==> src/rtl/l2_cache_control_pkg.sv <==
// Shared types and constants for the L2 cache control path.
package l2_cache_control_pkg;

   typedef logic [1:0] lc3b_l2_way;

   typedef enum logic [1:0] {
      IDLE,
      WRITEBACK,
      ALLOCATE
   } l2_ctrl_state_t;

   localparam logic [2:0] L2_PADDR_REQ     = 3'd0;
   localparam logic [2:0] L2_PADDR_WB_BASE = 3'd1;

   function automatic logic [3:0] way_onehot(input lc3b_l2_way w);
      return 4'b0001 << w;
   endfunction

endpackage

==> src/rtl/l2_way_select.sv <==
// Hit detection and victim choice for one cache set; purely combinational.
// Lowest-indexed way wins for both hit and invalid-way victim selection.
module l2_way_select
   import l2_cache_control_pkg::*;
(
   input  logic [3:0]  match,
   input  logic [3:0]  valid,
   input  lc3b_l2_way  lru_out,
   output logic        hit,
   output lc3b_l2_way  hit_way,
   output lc3b_l2_way  victim_way
);

   logic [3:0] hit_vec;

   assign hit_vec = match & valid;
   assign hit     = |hit_vec;

   always_comb begin
      if (hit_vec[0])      hit_way = 2'd0;
      else if (hit_vec[1]) hit_way = 2'd1;
      else if (hit_vec[2]) hit_way = 2'd2;
      else if (hit_vec[3]) hit_way = 2'd3;
      else                 hit_way = 2'd0;
   end

   // An empty way is always preferred over evicting live data.
   always_comb begin
      if (!valid[0])      victim_way = 2'd0;
      else if (!valid[1]) victim_way = 2'd1;
      else if (!valid[2]) victim_way = 2'd2;
      else if (!valid[3]) victim_way = 2'd3;
      else                victim_way = lru_out;
   end

endmodule

==> src/rtl/l2_cache_control.sv <==
// L2 control FSM: zero-wait hits, misses run WRITEBACK/ALLOCATE then replay in IDLE.
// L1 request is held until mem_resp; pmem requests are held until pmem_resp.
module l2_cache_control
   import l2_cache_control_pkg::*;
#(
   parameter int CNT_WIDTH = 16
) (
   input  logic                 clk,
   input  logic                 reset,
   input  logic                 mem_read,
   input  logic                 mem_write,
   output logic                 mem_resp,
   output logic                 pmem_read,
   output logic                 pmem_write,
   input  logic                 pmem_resp,
   input  logic                 match0,
   input  logic                 match1,
   input  logic                 match2,
   input  logic                 match3,
   input  logic                 valid0_out,
   input  logic                 valid1_out,
   input  logic                 valid2_out,
   input  logic                 valid3_out,
   input  logic                 dirty0_out,
   input  logic                 dirty1_out,
   input  logic                 dirty2_out,
   input  logic                 dirty3_out,
   input  logic [1:0]           lru_out,
   output logic [1:0]           waymux_sel,
   output logic                 write_array_sel,
   output logic                 data0_load,
   output logic                 data1_load,
   output logic                 data2_load,
   output logic                 data3_load,
   output logic                 tag0_load,
   output logic                 tag1_load,
   output logic                 tag2_load,
   output logic                 tag3_load,
   output logic                 valid0_load,
   output logic                 valid1_load,
   output logic                 valid2_load,
   output logic                 valid3_load,
   output logic                 dirty0_load,
   output logic                 dirty1_load,
   output logic                 dirty2_load,
   output logic                 dirty3_load,
   output logic                 valid0_in,
   output logic                 valid1_in,
   output logic                 valid2_in,
   output logic                 valid3_in,
   output logic                 dirty0_in,
   output logic                 dirty1_in,
   output logic                 dirty2_in,
   output logic                 dirty3_in,
   output logic                 lru_load,
   output logic [1:0]           lru_in,
   output logic [2:0]           pmem_address_sel,
   output logic [CNT_WIDTH-1:0] hit_count,
   output logic [CNT_WIDTH-1:0] miss_count
);

   localparam logic [CNT_WIDTH-1:0] CNT_ONE = {{(CNT_WIDTH-1){1'b0}}, 1'b1};

   l2_ctrl_state_t       state_q, state_d;
   lc3b_l2_way           victim_q, victim_d;
   logic [CNT_WIDTH-1:0] hit_cnt_q, miss_cnt_q;
   logic                 hit_inc, miss_inc;

   logic [3:0] match_vec, valid_vec, dirty_vec;
   logic       hit;
   lc3b_l2_way hit_way, victim_way;

   logic [3:0] data_ld, tag_ld, valid_ld, dirty_ld;
   logic [3:0] valid_dat, dirty_dat;

   assign match_vec = {match3, match2, match1, match0};
   assign valid_vec = {valid3_out, valid2_out, valid1_out, valid0_out};
   assign dirty_vec = {dirty3_out, dirty2_out, dirty1_out, dirty0_out};

   l2_way_select u_way_select (
      .match      (match_vec),
      .valid      (valid_vec),
      .lru_out    (lru_out),
      .hit        (hit),
      .hit_way    (hit_way),
      .victim_way (victim_way)
   );

   always_ff @(posedge clk) begin
      if (reset) begin
         state_q    <= IDLE;
         victim_q   <= '0;
         hit_cnt_q  <= '0;
         miss_cnt_q <= '0;
      end else begin
         state_q  <= state_d;
         victim_q <= victim_d;
         if (hit_inc && !(&hit_cnt_q))
            hit_cnt_q <= hit_cnt_q + CNT_ONE;
         if (miss_inc && !(&miss_cnt_q))
            miss_cnt_q <= miss_cnt_q + CNT_ONE;
      end
   end

   always_comb begin
      state_d          = state_q;
      victim_d         = victim_q;
      mem_resp         = 1'b0;
      pmem_read        = 1'b0;
      pmem_write       = 1'b0;
      pmem_address_sel = L2_PADDR_REQ;
      write_array_sel  = 1'b0;
      waymux_sel       = (state_q == IDLE) ? hit_way : victim_q;
      lru_load         = 1'b0;
      lru_in           = hit_way;
      data_ld          = '0;
      tag_ld           = '0;
      valid_ld         = '0;
      dirty_ld         = '0;
      valid_dat        = '0;
      dirty_dat        = '0;
      hit_inc          = 1'b0;
      miss_inc         = 1'b0;

      unique case (state_q)
         IDLE: begin
            if (mem_read || mem_write) begin
               if (hit) begin
                  mem_resp = 1'b1;
                  lru_load = 1'b1;
                  hit_inc  = 1'b1;
                  // A simultaneous read+write is served as a write.
                  if (mem_write) begin
                     data_ld   = way_onehot(hit_way);
                     dirty_ld  = way_onehot(hit_way);
                     dirty_dat = way_onehot(hit_way);
                  end
               end else begin
                  victim_d = victim_way;
                  miss_inc = 1'b1;
                  state_d  = (valid_vec[victim_way] && dirty_vec[victim_way]) ? WRITEBACK : ALLOCATE;
               end
            end
         end
         WRITEBACK: begin
            pmem_write       = 1'b1;
            pmem_address_sel = L2_PADDR_WB_BASE + {1'b0, victim_q};
            if (pmem_resp)
               state_d = ALLOCATE;
         end
         ALLOCATE: begin
            pmem_read       = 1'b1;
            write_array_sel = 1'b1;
            if (pmem_resp) begin
               data_ld   = way_onehot(victim_q);
               tag_ld    = way_onehot(victim_q);
               valid_ld  = way_onehot(victim_q);
               dirty_ld  = way_onehot(victim_q);
               valid_dat = way_onehot(victim_q);
               state_d   = IDLE;
            end
         end
         default: state_d = IDLE;
      endcase

      // Reset aborts in-flight work: nothing may reach the arrays or the L1 side.
      if (reset) begin
         mem_resp  = 1'b0;
         lru_load  = 1'b0;
         data_ld   = '0;
         tag_ld    = '0;
         valid_ld  = '0;
         dirty_ld  = '0;
         hit_inc   = 1'b0;
         miss_inc  = 1'b0;
      end
   end

   assign data0_load  = data_ld[0];
   assign data1_load  = data_ld[1];
   assign data2_load  = data_ld[2];
   assign data3_load  = data_ld[3];
   assign tag0_load   = tag_ld[0];
   assign tag1_load   = tag_ld[1];
   assign tag2_load   = tag_ld[2];
   assign tag3_load   = tag_ld[3];
   assign valid0_load = valid_ld[0];
   assign valid1_load = valid_ld[1];
   assign valid2_load = valid_ld[2];
   assign valid3_load = valid_ld[3];
   assign dirty0_load = dirty_ld[0];
   assign dirty1_load = dirty_ld[1];
   assign dirty2_load = dirty_ld[2];
   assign dirty3_load = dirty_ld[3];
   assign valid0_in   = valid_dat[0];
   assign valid1_in   = valid_dat[1];
   assign valid2_in   = valid_dat[2];
   assign valid3_in   = valid_dat[3];
   assign dirty0_in   = dirty_dat[0];
   assign dirty1_in   = dirty_dat[1];
   assign dirty2_in   = dirty_dat[2];
   assign dirty3_in   = dirty_dat[3];

   assign hit_count  = hit_cnt_q;
   assign miss_count = miss_cnt_q;

endmodule

==> config.mk <==
export PLATFORM = sky130hd
export DESIGN_NAME = l2_cache_control
export DESIGN_NICKNAME = d
export VERILOG_FILES = /design/src/rtl/l2_cache_control_pkg.sv /design/src/rtl/l2_way_select.sv /design/src/rtl/l2_cache_control.sv
export SDC_FILE = /design/constraint.sdc
export NUM_CORES = 1
export LEC_CHECK = 0
export CAP_MARGIN = 0
export CELL_PAD_IN_SITES_DETAIL_PLACEMENT = 1
export CELL_PAD_IN_SITES_GLOBAL_PLACEMENT = 1
export CORE_MARGIN = 2
export CORE_UTILIZATION = 30
export DETAILED_ROUTE_END_ITERATION = 12
export GPL_TIMING_DRIVEN = 0
export PLACE_DENSITY_LB_ADDON = 0.1
export SLEW_MARGIN = 20
export SYNTH_ARGS = -nofsm -noshare
export SYNTH_HDL_FRONTEND = slang
export SYNTH_SLANG_ARGS = --single-unit
==> constraint.sdc <==
create_clock -name clk -period 3.1 [get_ports clk]
set_input_delay 0.62 -clock clk [delete_from_list [all_inputs] [get_ports clk]]
set_output_delay 0.62 -clock clk [all_outputs]
set_load 0.02 [all_outputs]
### Word level (Yosys, flattened, before mapping)

Index checks and enable logic that the tools add are counted.
Widths: inputs -> output; s select.

* bits in registers: 36
* output and inout bits: 68
* word-level logic and storage cells: 69
* bits of input ports: 19

* bitwise operators: 2
* reductions and logical operators: 12
* $add $sub $neg: 3
* muxes and demuxes: 39
* equal/unequal tests: 6
* order comparisons: 1
* shifts and indexed selects: 2

Operator list (number)
* $add 16x1->16 const B: 2
* $mux 4: 8
* $reduce_and 16->1: 2
* $mux 2: 14
* $mux 1: 12
* $pmux 4 s2: 1
* $shl 1x2->4 const A: 2
* $ne 2x2->1 const B: 3
* $pmux 2 s3: 1
* $and 4x4->4: 1
* $bmux 1 s2: 2
* $reduce_and 4->1: 1
* $reduce_or 4->1: 1
* $add 1x2->3 const A: 1
* $logic_and 1x1->1: 3
* $lt 2x3->1 const B: 1
* $mux 3: 1
* $reduce_and 3->1: 1
* $eq 2x1->1 const B: 1
* $eq 2x2->1 const B: 1
* $logic_not 1->1: 2
* $logic_not 2->1: 1
* $ne 2x1->1 const B: 1
* $logic_or 1x1->1: 1
* $not 1->1: 1

### Longest topological paths before layout

Gate-level depths: netlist (run 1).

* word-level depth: 11
* gate-level depth with buffers: 8
* gate-level depth less buffers: 7

### Hierarchy

From an unflattened synthesis (run 1), not the netlist that was laid out.

* cells, all modules: 280
* area total of the unflattened synthesis: 2279.7 um^2

Modules (own cells, without submodules)
* l2_cache_control: cells each 268, area an instance 2207.1 um^2, instances 1
* l2_way_select: cells each 12, area an instance 72.6 um^2, instances 1

### Worst setup path before layout (run 1)

No wires, ideal clock.

* kind: in2out
* start point: input valid1_out
* end point: output dirty1_load
* cell stages on the path: 6
* data required time: 2.480 ns
* slack: 0.407 ns
* arrival: 2.073 ns
* cells stage by stage: buf_2 nand2_1 nor3b_1 a21oi_1 nor2_1 buf_4

* longest elaborated chain between the ends: 9
* elaborated cells on any way between the ends: 10
* classes of those cells: shift: 1; mux: 7; bitwise: 1; reduce/logical: 1

Ends and longest elaborated chain
* from (decl): line l2_cache_control.sv:21 `input logic valid1_out,`
* $and 4x4->4 *: line l2_way_select.sv:16 `assign hit_vec = match & valid;`
* $mux 2: line l2_way_select.sv:21 `else if (hit_vec[1]) hit_way = 2'd1;`
* $mux 2: line l2_way_select.sv:20 `if (hit_vec[0]) hit_way = 2'd0;`
* $shl 1x2->4
* $mux 4
* $mux 4 * (2 in a row)
* $pmux 4 s2 *
* $mux 4 *
* to (decl): line l2_cache_control.sv:44 `output logic dirty1_load,`

Mark *: on every way between the ends. The rest lies on a longest branch, timed or not.

### Worst setup path after layout (run 1)

* start point: input pmem_resp
* end point: output dirty0_load

* longest elaborated chain between the ends: 3

Ends and longest elaborated chain
* from (decl): line l2_cache_control.sv:15 `input logic pmem_resp,`
* $mux 4: line l2_cache_control.sv:154 `if (pmem_resp) begin`
* $pmux 4 s2: line l2_cache_control.sv:125 `unique case (state_q)`
* $mux 4: line l2_cache_control.sv:167 `if (reset) begin`
* to (decl): line l2_cache_control.sv:43 `output logic dirty0_load,`

No other way between the ends.

==> results of run 1 <==
[final cells by class]
class / count / area share, %
well taps: 99 / 3.79
clock buffers: 7 / 2.64
flip-flops and latches: 36 / 22.1
plain buffers: 22 / 3.91
repair buffers: 84 / 26.0
clock inverters: 1 / 0.230
multi-input cells: 210 / 39.0
inverters: 21 / 2.41
[sequential cells by signal, summed over array words and instances, names as in the netlist]
register    count
hit_count      16
victim_q        2
state_q         2
miss_count     16
[per-layer routing]
layer / wire length (um) / GRT usage, % / vias to the layer above
met5: 0 / 0 / -
met4: 47 / 3.26 / 0
li1: - / - / 1198
met2: 3210 / 29.1 / 63
met3: 307 / 4.25 / 4
met1: 3200 / 21.2 / 1125
[placed cells by master (no fill, tap or decap), types with 2 or more instances in the layout]
| cell | Yosys | layout |
|---|---|---|
| o31ai_1 | 6 | 6 |
| or2_2 | 3 | 3 |
| a22o_1 | 2 | 2 |
| nor3_1 | 6 | 5 |
| ha_1 | 6 | 6 |
| nand4_1 | 6 | 6 |
| and2_1 | 5 | 4 |
| or4_1 | 8 | 8 |
| or3_1 | 14 | 14 |
| a211oi_1 | 3 | 3 |
| clkdlybuf4s50_1 | 0 | 74 |
| clkbuf_8 | 0 | 6 |
| dlymetal6s2s_1 | 0 | 6 |
| and4_1 | 3 | 3 |
| inv_1 | 21 | 21 |
| a2111oi_0 | 2 | 2 |
| nor2b_1 | 4 | 4 |
| a21oi_1 | 26 | 26 |
| dlygate4sd2_1 | 0 | 2 |
| a22oi_1 | 2 | 2 |
| clkbuf_1 | 7 | 7 |
| o21ai_0 | 18 | 18 |
| nor2_1 | 22 | 22 |
| xnor2_1 | 6 | 6 |
| buf_4 | 10 | 12 |
| dfxtp_1 | 36 | 36 |
| nand2_1 | 27 | 27 |
| buf_2 | 4 | 5 |
| mux2i_1 | 4 | 4 |
| nand3_1 | 17 | 17 |
| nand3b_1 | 2 | 2 |
[what timing repair did]
item / in CTS / in global routing
endpoints found under the setup margin: 15 / 11
resized for setup: 6 / 9
buffers inserted: 1 / 0
hold endpoints to repair: 0 / 0
pin swaps: 1 / 0
hold buffers: 0 / 0
[worst max-delay path, stage by stage]
cell             delay, ns
clkdlybuf4s50_1       0.50
and2_2                0.20
nand2_1               0.11
a21oi_1               0.20
buf_4                 0.14
clkdlybuf4s50_1       0.59
[final timing paths]
| check | endpoint | from |
|---|---|---|
| setup / recovery | dirty0_load | pmem_resp |
| hold / removal | miss_count[15] | miss_count[15] |
| setup reg to reg | hit_count[11] | state_q[1] |
| hold reg to reg | miss_count[15] | miss_count[15] |
[power groups by stage]
stage	registers, uW	logic, uW	clock network (uW)
after floorplan	491	102	0
after global placement	489	192	0
after detailed placement	489	195	0
after CTS	478	198	372
after global routing	480	212	392
final	478	194	357
[cell families after synthesis]
| logic type | share of synthesized area (%) |
|---|---|
| DFF | 32.9 |
| muxes | 2.86 |
| adders and majority gates | 3.43 |
| AOI/OAI and AO/OA | 18.5 |
| xor gates and xnor gates | 2.80 |
| buffers and inverters | 9.32 |
| and+or+nand+nor | 30.2 |
[metrics by stage]
| step | total power (uW) | setup slack [ns] | utilization [%] |
|---|---|---|---|
| 6_report | 1030 | 0.102 | 45.5 |
| 5_1_grt | 1080 | -0.0227 | 45.5 |
| 4_1_cts | 1050 | 0.00399 | 45.3 |
| 3_5_place_dp | 683 | -0.210 | 43.8 |
| 3_3_place_gp | 681 | -0.187 | 43.8 |
| 2_1_floorplan | 593 | 0.407 | - |
==> impl_results.md, run 1 <==
- Synth Instances: 289
- Leakage: 0.00125 uW
- Main synth FF type: dfxtp_1
- IO Count: 87
- Synth async-reset ratio: 0%
- R2R cell count: 7
- Final Critical Period: 3.00 ns
- FILL cells: 902
- Initial antenna violation count: 0
- Die area: 0.00799 mm^2
- Gr ovfl total: 0
- Crit path kind: in -> out
- Nature of the critical path endpoint: output pin
- Placed cell area: 0.00314 mm^2
- Placed Instances: 471
- Final Hold Viols: 0
- Initial DRC count: 27
- Seq/Total Area, Yosys: 32.9%
- Post-synth EDFFs: 0
- # port buffers: 83
- First-pass iteration count of the detailed router: 4
- Relative slew slack: 58.6%
- Area of the multi-input gates: 0.00127 mm^2
- CP Data Required Time: 2.48 ns
- Period utilization: 96.7%
- Detailed Place HPWL: 5240 um
- Final setup TNS: 0 ns
- Routed wire length per instance: 14.1 um
- Register area: 721 um^2
- Die width: 89.4 um
- Final Skew: 0.0136 ns
- CTS buffer count: 5
- Skew-Pair Late Insertion Delay: 0.30 ns
- ANT cells: 0
- Largest cells by area after synthesis: dfxtp_1, a21oi_1, nand2_1
- CP arrival: 2.38 ns
- Int Pwr: 739 uW
- Gpl congestion: 0.776
- Hold path cells: 2
- Post-DRT Antenna Nets: 0
- Worst-case clock buffer depth: 2
- GRT Overall Usage: 16.8%
- Layout Cells excl Fill: 480
- Final WL: 6770 um
- Switch share: 28.2%
- Sequential share of power: 46.4%
- CTS clk-pin slew, worst paths: 0.08 ns
- Top cell type by total area after synthesis: dfxtp_1
- First-pass GRT wire length: 10,500 um
- Slew Limit Fails: 0
- H-tree depth: 2
- Avg Vias per Cell: 4.98
- Initial core utilization: 30.5%
- Total core area: 0.00718 mm^2
- VDD IR max: 234 uV
- Post-Syn Area per Cell: 7.57 um^2
- Worst Tran Pin Value: 0.615 ns
- Die Ht: 89.4 um
- Post-Syn Area: 0.00219 mm^2
- Non-Filler Cell Area, Final: 0.00327 mm^2
- Max FO, Critical Path: 5
- Setup Viol. Count Final: 0
- Hold crit path type: reg -> reg
- Area Overhead vs Synth: 49.3%
- DRC: 0
- Synth cell count leaders: dfxtp_1, nand2_1, a21oi_1
- TritonCTS clock tree: built
- Clk network pwr share: 34.7%
- Sw Pwr: 290 uW
- Via count: 2,390
- Most numerous cell in the Yosys netlist: dfxtp_1
- Vias in the first global route: 2,257
- Max-cap viol count: 0
- Top cell type's share of synthesized area: 32.9%
- Final nets: 405
- Register bit total from synthesis: 36
- Cell Pwr Density: 315 mW/mm^2
- Synth Net Count: 314
- Largest net degree at the start of global routing: 12
- Worst Hold Slack: 0.495 ns
- Synth unique cells: 45
- FF-to-FF setup slack: 0.52 ns
- Cell row count: 31
- Sink Count: 36
- Fmax: 334 MHz
- Synth Warn #: 0
- Clk root buf: clkbuf_8
- Layout cell share with drive strength beyond 1: 9.71%
- CP Launch Type: primary input
- Combinational power share: 18.9%
- Outcome: finished, final reports clean
(Power assumes the default switching activity.)
==> inputs of run 2 (changes only) <==
Settings changed: SKIP_LAST_GASP from default to 1.
==> run 2 against run 1 <==
Effect of this change: design area rose by 0.15%; clock skew barely moved; via count rose by 0.21%; critical path depth did not move; non-clock buffer count did not move; fmax barely moved; sequential share of layout area barely moved; sequential cell count did not move; largest cell class unchanged.
==> impl_results.md, run 2 (synthesis results as in run 1) <==
- Die area: 0.00799 mm^2 (unchanged)
- Gr ovfl total: 0 (unchanged)
- Setup Viol. Count Final: 0 (unchanged)
- Wl on met1: 3220 um (was 3200 um)
- H-tree depth: 2 (unchanged)
- FILL cells: 900 (was 902)
- Leakage: 0.00126 uW (was 0.00125 uW)
- Pwr Total: 1030 uW (about the same)
- DRC: 0 (unchanged)
- Final Skew: 0.0136 ns (about the same)
- Slew Limit Fails: 0 (unchanged)
- Initial core utilization: 30.5% (unchanged)
- Gpl congestion: 0.776 (unchanged)
- R2R cell count: 7 (unchanged)
- Hold path cells: 2 (unchanged)
- Skew-Pair Late Insertion Delay: 0.30 ns (about the same)
- Post-DRT Antenna Nets: 0 (unchanged)
- Switch share: 28.2% (about the same)
- Hold crit path type: reg -> reg (unchanged)
- FF-to-FF setup slack: 0.52 ns (about the same)
- Layout cell share with drive strength beyond 1: 9.45% (was 9.71%)
- Cell Pwr Density: 315 mW/mm^2 (about the same)
- Final nets: 405 (unchanged)
- Area of the multi-input gates: 0.00127 mm^2 (unchanged)
- First-pass GRT wire length: 10,500 um (unchanged)
- Register area: 721 um^2 (unchanged)
- Via count: 2,395 (was 2,390)
- Cell row count: 31 (unchanged)
- GRT Overall Usage: 16.8% (unchanged)
- Nature of the critical path endpoint: output pin (unchanged)
- Worst Tran Pin Value: 0.610 ns (was 0.615 ns)
- Fmax: 334 MHz (about the same)
- Clk network pwr share: 34.7% (about the same)
- Max FO, Critical Path: 5 (unchanged)
- IO Count: 87 (unchanged)
- Die Ht: 89.4 um (unchanged)
- Routed wire length per instance: 14.1 um (about the same)
- Sink Count: 36 (unchanged)
- CTS buffer count: 5 (unchanged)
- CP Data Required Time: 2.48 ns (about the same)
- CTS clk-pin slew, worst paths: 0.08 ns (about the same)
- Crit path kind: in -> out (unchanged)
- Sw Pwr: 291 uW (was 290 uW)
- Sequential share of power: 46.4% (about the same)
- Routed length on met3: 306 um (was 307 um)
- Initial DRC count: 27 (unchanged)
- Final Hold Viols: 0 (unchanged)
- Worst-case clock buffer depth: 2 (unchanged)
- VDD IR max: 234 uV (about the same)
- Most frequent cells in the layout: clkdlybuf4s50_1, dfxtp_1, nand2_1 (unchanged)
- Final Critical Period: 3.00 ns (about the same)
- Avg Vias per Cell: 4.99 (was 4.98)
- Total core area: 0.00718 mm^2 (unchanged)
- Max-cap viol count: 0 (unchanged)
- # port buffers: 83 (unchanged)
- Outcome: finished, final reports clean (unchanged)
- Vias in the first global route: 2,257 (unchanged)
- DR WL met2: 3200 um (was 3210 um)
- Die width: 89.4 um (unchanged)
- Initial antenna violation count: 0 (unchanged)
- Layout Utilization: 45.6% (was 45.5%)
- Largest net degree at the start of global routing: 12 (unchanged)
- First-pass iteration count of the detailed router: 4 (unchanged)
- ANT cells: 0 (unchanged)
- CP Launch Type: primary input (unchanged)
- Detailed Place HPWL: 5240 um (unchanged)
- Clk root buf: clkbuf_8 (unchanged)
- Relative slew slack: 59.0% (was 58.6%)
- Area Overhead vs Synth: 49.6% (was 49.3%)
- TritonCTS clock tree: built (unchanged)
- Max layer used: met4 (unchanged)
- Final WL: 6780 um (was 6770 um)
- Combinational power share: 18.9% (about the same)
- Int Pwr: 739 uW (about the same)
- Commonest non-fill, non-tap cell in the layout: clkdlybuf4s50_1 (unchanged)
- CP arrival: 2.38 ns (about the same)
- Period utilization: 96.7% (about the same)
[run 2: power by group through the flow]
stage,Clock [uW],Combinational (uW),Sequential (uW)
6_report,358,195,478
5_1_grt,392,213,480
4_1_cts,372,199,478
3_5_place_dp,0,195,489
3_3_place_gp,0,192,489
2_1_floorplan,0,102,491
[run 2: what timing repair did]
item	4_1_cts	5_1_grt
setup endpoints to repair	15	12
resized for setup	5	10
pin swaps	1	0
cloned	0	0
buffers inserted	1	0
hold buffers	0	0
[run 2: critical path, stage by stage]
cell,delay [ns]
clkdlybuf4s50_1,0.50
and2_2,0.20
nand2_1,0.11
a21oi_1,0.20
buf_4,0.14
clkdlybuf4s50_1,0.59
[run 2: worst paths after layout]
| kind | startpoint | endpoint |
|---|---|---|
| worst min-delay path | miss_count[15] | miss_count[15] |
| worst min register to register | miss_count[15] | miss_count[15] |
| worst max register to register | state_q[1] | hit_count[11] |
| worst max-delay path | pmem_resp | dirty0_load |
[run 2: cell type report]
type / count / area share (%)
Clock buffer: 7 / 2.64
Buffer: 22 / 3.90
Tap cell: 99 / 3.78
Inverter: 21 / 2.41
Clock inverter: 1 / 0.229
Timing Repair Buffer: 84 / 26.1
Multi-Input combinational cell: 210 / 39.0
Sequential cell: 36 / 22.0
[run 2: through the flow]
stage	TNS [ns]	area (um^2)	std cells	hold slack [ns]	setup slack, ns
global route	-0.0227	3270	480	0.523	-0.0227
finish	0	3270	480	0.495	0.102
CTS	-0.0618	3250	480	0.496	-0.0618
global placement	-1.76	3140	471	0.478	-0.187
detailed placement	-2.05	3140	471	0.485	-0.210
floorplan	0	2190	289	0.470	0.407
[run 2: metal layers]
layer / global-route usage, % / up-vias
met2: 29.1 / 63
met1: 21.2 / 1127
met5: 0 / -
li1: - / 1201
met3: 4.25 / 4
met4: 3.26 / 0
==> inputs of run 3 (changes only) <==
Settings changed: CORE_ASPECT_RATIO from default to 1.75.
==> run 3 against run 2 <==
Effect of this change: final cell count decreased by 2.7%; combinational power about the same; first-iteration DRC count up 100%; clock skew decreased by 0.011 ns; die area rose by 0.34%; sequential cell count unchanged; largest power group is now the clock network; power is 26% higher; utilization rose by 1.4 points; design area is 2.3% higher.
==> impl_results.md, run 3 (synthesis results as in run 1) <==
- GRT Overall Usage: 18.6% (was 16.8%)
- Outcome: finished, final reports clean (unchanged)
- Period utilization: 96.4% (was 96.7%)
- Final Hold Viols: 0 (unchanged)
- Layout Cells excl Fill: 467 (was 480)
- Clk root buf: clkbuf_16 (was clkbuf_8)
- Nature of the critical path endpoint: output pin (unchanged)
- Placed Instances: 458 (was 471)
- Slew Limit Fails: 0 (unchanged)
- DRC: 0 (unchanged)
- Skew-Pair Late Insertion Delay: 0.28 ns (was 0.30 ns)
- Final setup TNS: 0 ns (unchanged)
- Via count: 2,421 (was 2,395)
- Worst Setup Slack, final: 0.110 ns (was 0.102 ns)
- Largest net degree at the start of global routing: 12 (unchanged)
- Final WL: 7060 um (was 6780 um)
- Detailed Place HPWL: 5590 um (was 5240 um)
- TritonCTS clock tree: built (unchanged)
- Sink Count: 36 (unchanged)
- Avg Vias per Cell: 5.18 (was 4.99)
- Die area: 0.00802 mm^2 (was 0.00799 mm^2)
- FF-to-FF setup slack: 0.55 ns (was 0.52 ns)
- Initial antenna violation count: 0 (unchanged)
- Layout cell share with drive strength beyond 1: 9.71% (was 9.45%)
- Most frequent cells in the layout: clkdlybuf4s50_1, dfxtp_1, nand2_1 (unchanged)
- Worst Tran Pin Value: 0.608 ns (was 0.610 ns)
- VDD IR max: 410 uV (was 234 uV)
- First-pass GRT wire length: 11,500 um (was 10,500 um)
- Commonest non-fill, non-tap cell in the layout: clkdlybuf4s50_1 (unchanged)
- Gr ovfl total: 0 (unchanged)
- First-pass iteration count of the detailed router: 4 (unchanged)
- CP Launch Type: primary input (unchanged)
- Vias in the first global route: 2,413 (was 2,257)
- Post-DRT Antenna Nets: 0 (unchanged)
- # port buffers: 83 (unchanged)
- Worst-case clock buffer depth: 2 (unchanged)
- Die width: 68.6 um (was 89.4 um)
- H-tree depth: 2 (unchanged)
- Initial core utilization: 30.7% (was 30.5%)
- Fmax: 334 MHz (about the same)
- Layout Utilization: 47.0% (was 45.6%)
- Hold crit path type: reg -> reg (unchanged)
- Setup Viol. Count Final: 0 (unchanged)
- Cell row count: 41 (was 31)
- CP arrival: 2.37 ns (was 2.38 ns)
- Non-Filler Cell Area, Final: 0.00335 mm^2 (was 0.00327 mm^2)
- Leakage: 0.00129 uW (was 0.00126 uW)
- Post-Place Worst Slack: -0.244 ns (was -0.210 ns)
- Final Critical Period: 2.99 ns (was 3.00 ns)
- Max-cap viol count: 0 (unchanged)
- CTS buffer count: 5 (unchanged)
- CP Data Required Time: 2.48 ns (about the same)
- Total core area: 0.00713 mm^2 (was 0.00718 mm^2)
- Area Overhead vs Synth: 53.1% (was 49.6%)
- Cell Pwr Density: 387 mW/mm^2 (was 315 mW/mm^2)
- Max FO, Critical Path: 5 (unchanged)
- Crit path kind: in -> out (unchanged)
- CTS clk-pin slew, worst paths: 0.06 ns (was 0.08 ns)
- Final Skew: 0.00287 ns (was 0.0136 ns)
- Final nets: 405 (unchanged)
- Routed wire length per instance: 15.1 um (was 14.1 um)
- Relative slew slack: 59.1% (was 59.0%)
- Placed cell area: 0.00313 mm^2 (was 0.00314 mm^2)
- Gpl congestion: 0.775 (was 0.776)
- IO Count: 87 (unchanged)
- Die Ht: 117 um (was 89.4 um)
- Initial DRC count: 54 (was 27)
- ANT cells: 0 (unchanged)
[run 3: report_power, final]
part	leakage [uW]	switching (uW)	internal, uW
clock	0.0000901	198	423
sequential	0.000291	9.37	469
combinational	0.000905	106	89.6
total	0.00129	313	982
[run 3: repair_timing]
item,4_1_cts,5_1_grt
setup endpoints to repair,15,14
pin swaps,1,0
gates resized for setup,6,9
buffers inserted,1,0
hold buffers,0,0
hold endpoints to repair,0,0
gates cloned,0,0
[run 3: routing by layer]
metal	global-route usage (%)	part of all wire, %
met1	18.3	36
met2	37.2	57
met3	4.02	5.5
met4	4.80	1.5
met5	0	0
[run 3: final timing paths]
kind / cells past startpoint / end / start
worst min-delay path: 2 / miss_count[5] / miss_count[5]
worst max register to register: 7 / hit_count[11] / state_q[0]
worst max-delay path: 5 / data0_load / pmem_resp
worst min register to register: 2 / miss_count[5] / miss_count[5]
[run 3: critical path, stage by stage]
cell and delay [ns]:
clkdlybuf4s50_1 0.50, and2_1 0.23, nand2_1 0.14, a21oi_1 0.23
clkdlybuf4s50_1 0.65
[run 3: cell type report]
| type | count | area (um^2) |
|---|---|---|
| Buffer | 22 | 128 |
| Timing Repair Buffer | 84 | 847 |
| Clock buffer | 7 | 153 |
| Tap cell | 86 | 108 |
| Inverter | 21 | 78.8 |
| Clock inverter | 1 | 30.0 |
| Fill cell | 885 | 3780 |
| Multi-Input combinational cell | 210 | 1280 |
| Sequential cell | 36 | 721 |
[run 3: stage by stage]
step / hold slack [ns] / total power (uW)
after floorplan: 0.470 / 593
after global placement: 0.478 / 682
after detailed placement: 0.496 / 685
after CTS: 0.505 / 1310
after global routing: 0.531 / 1340
final: 0.500 / 1300
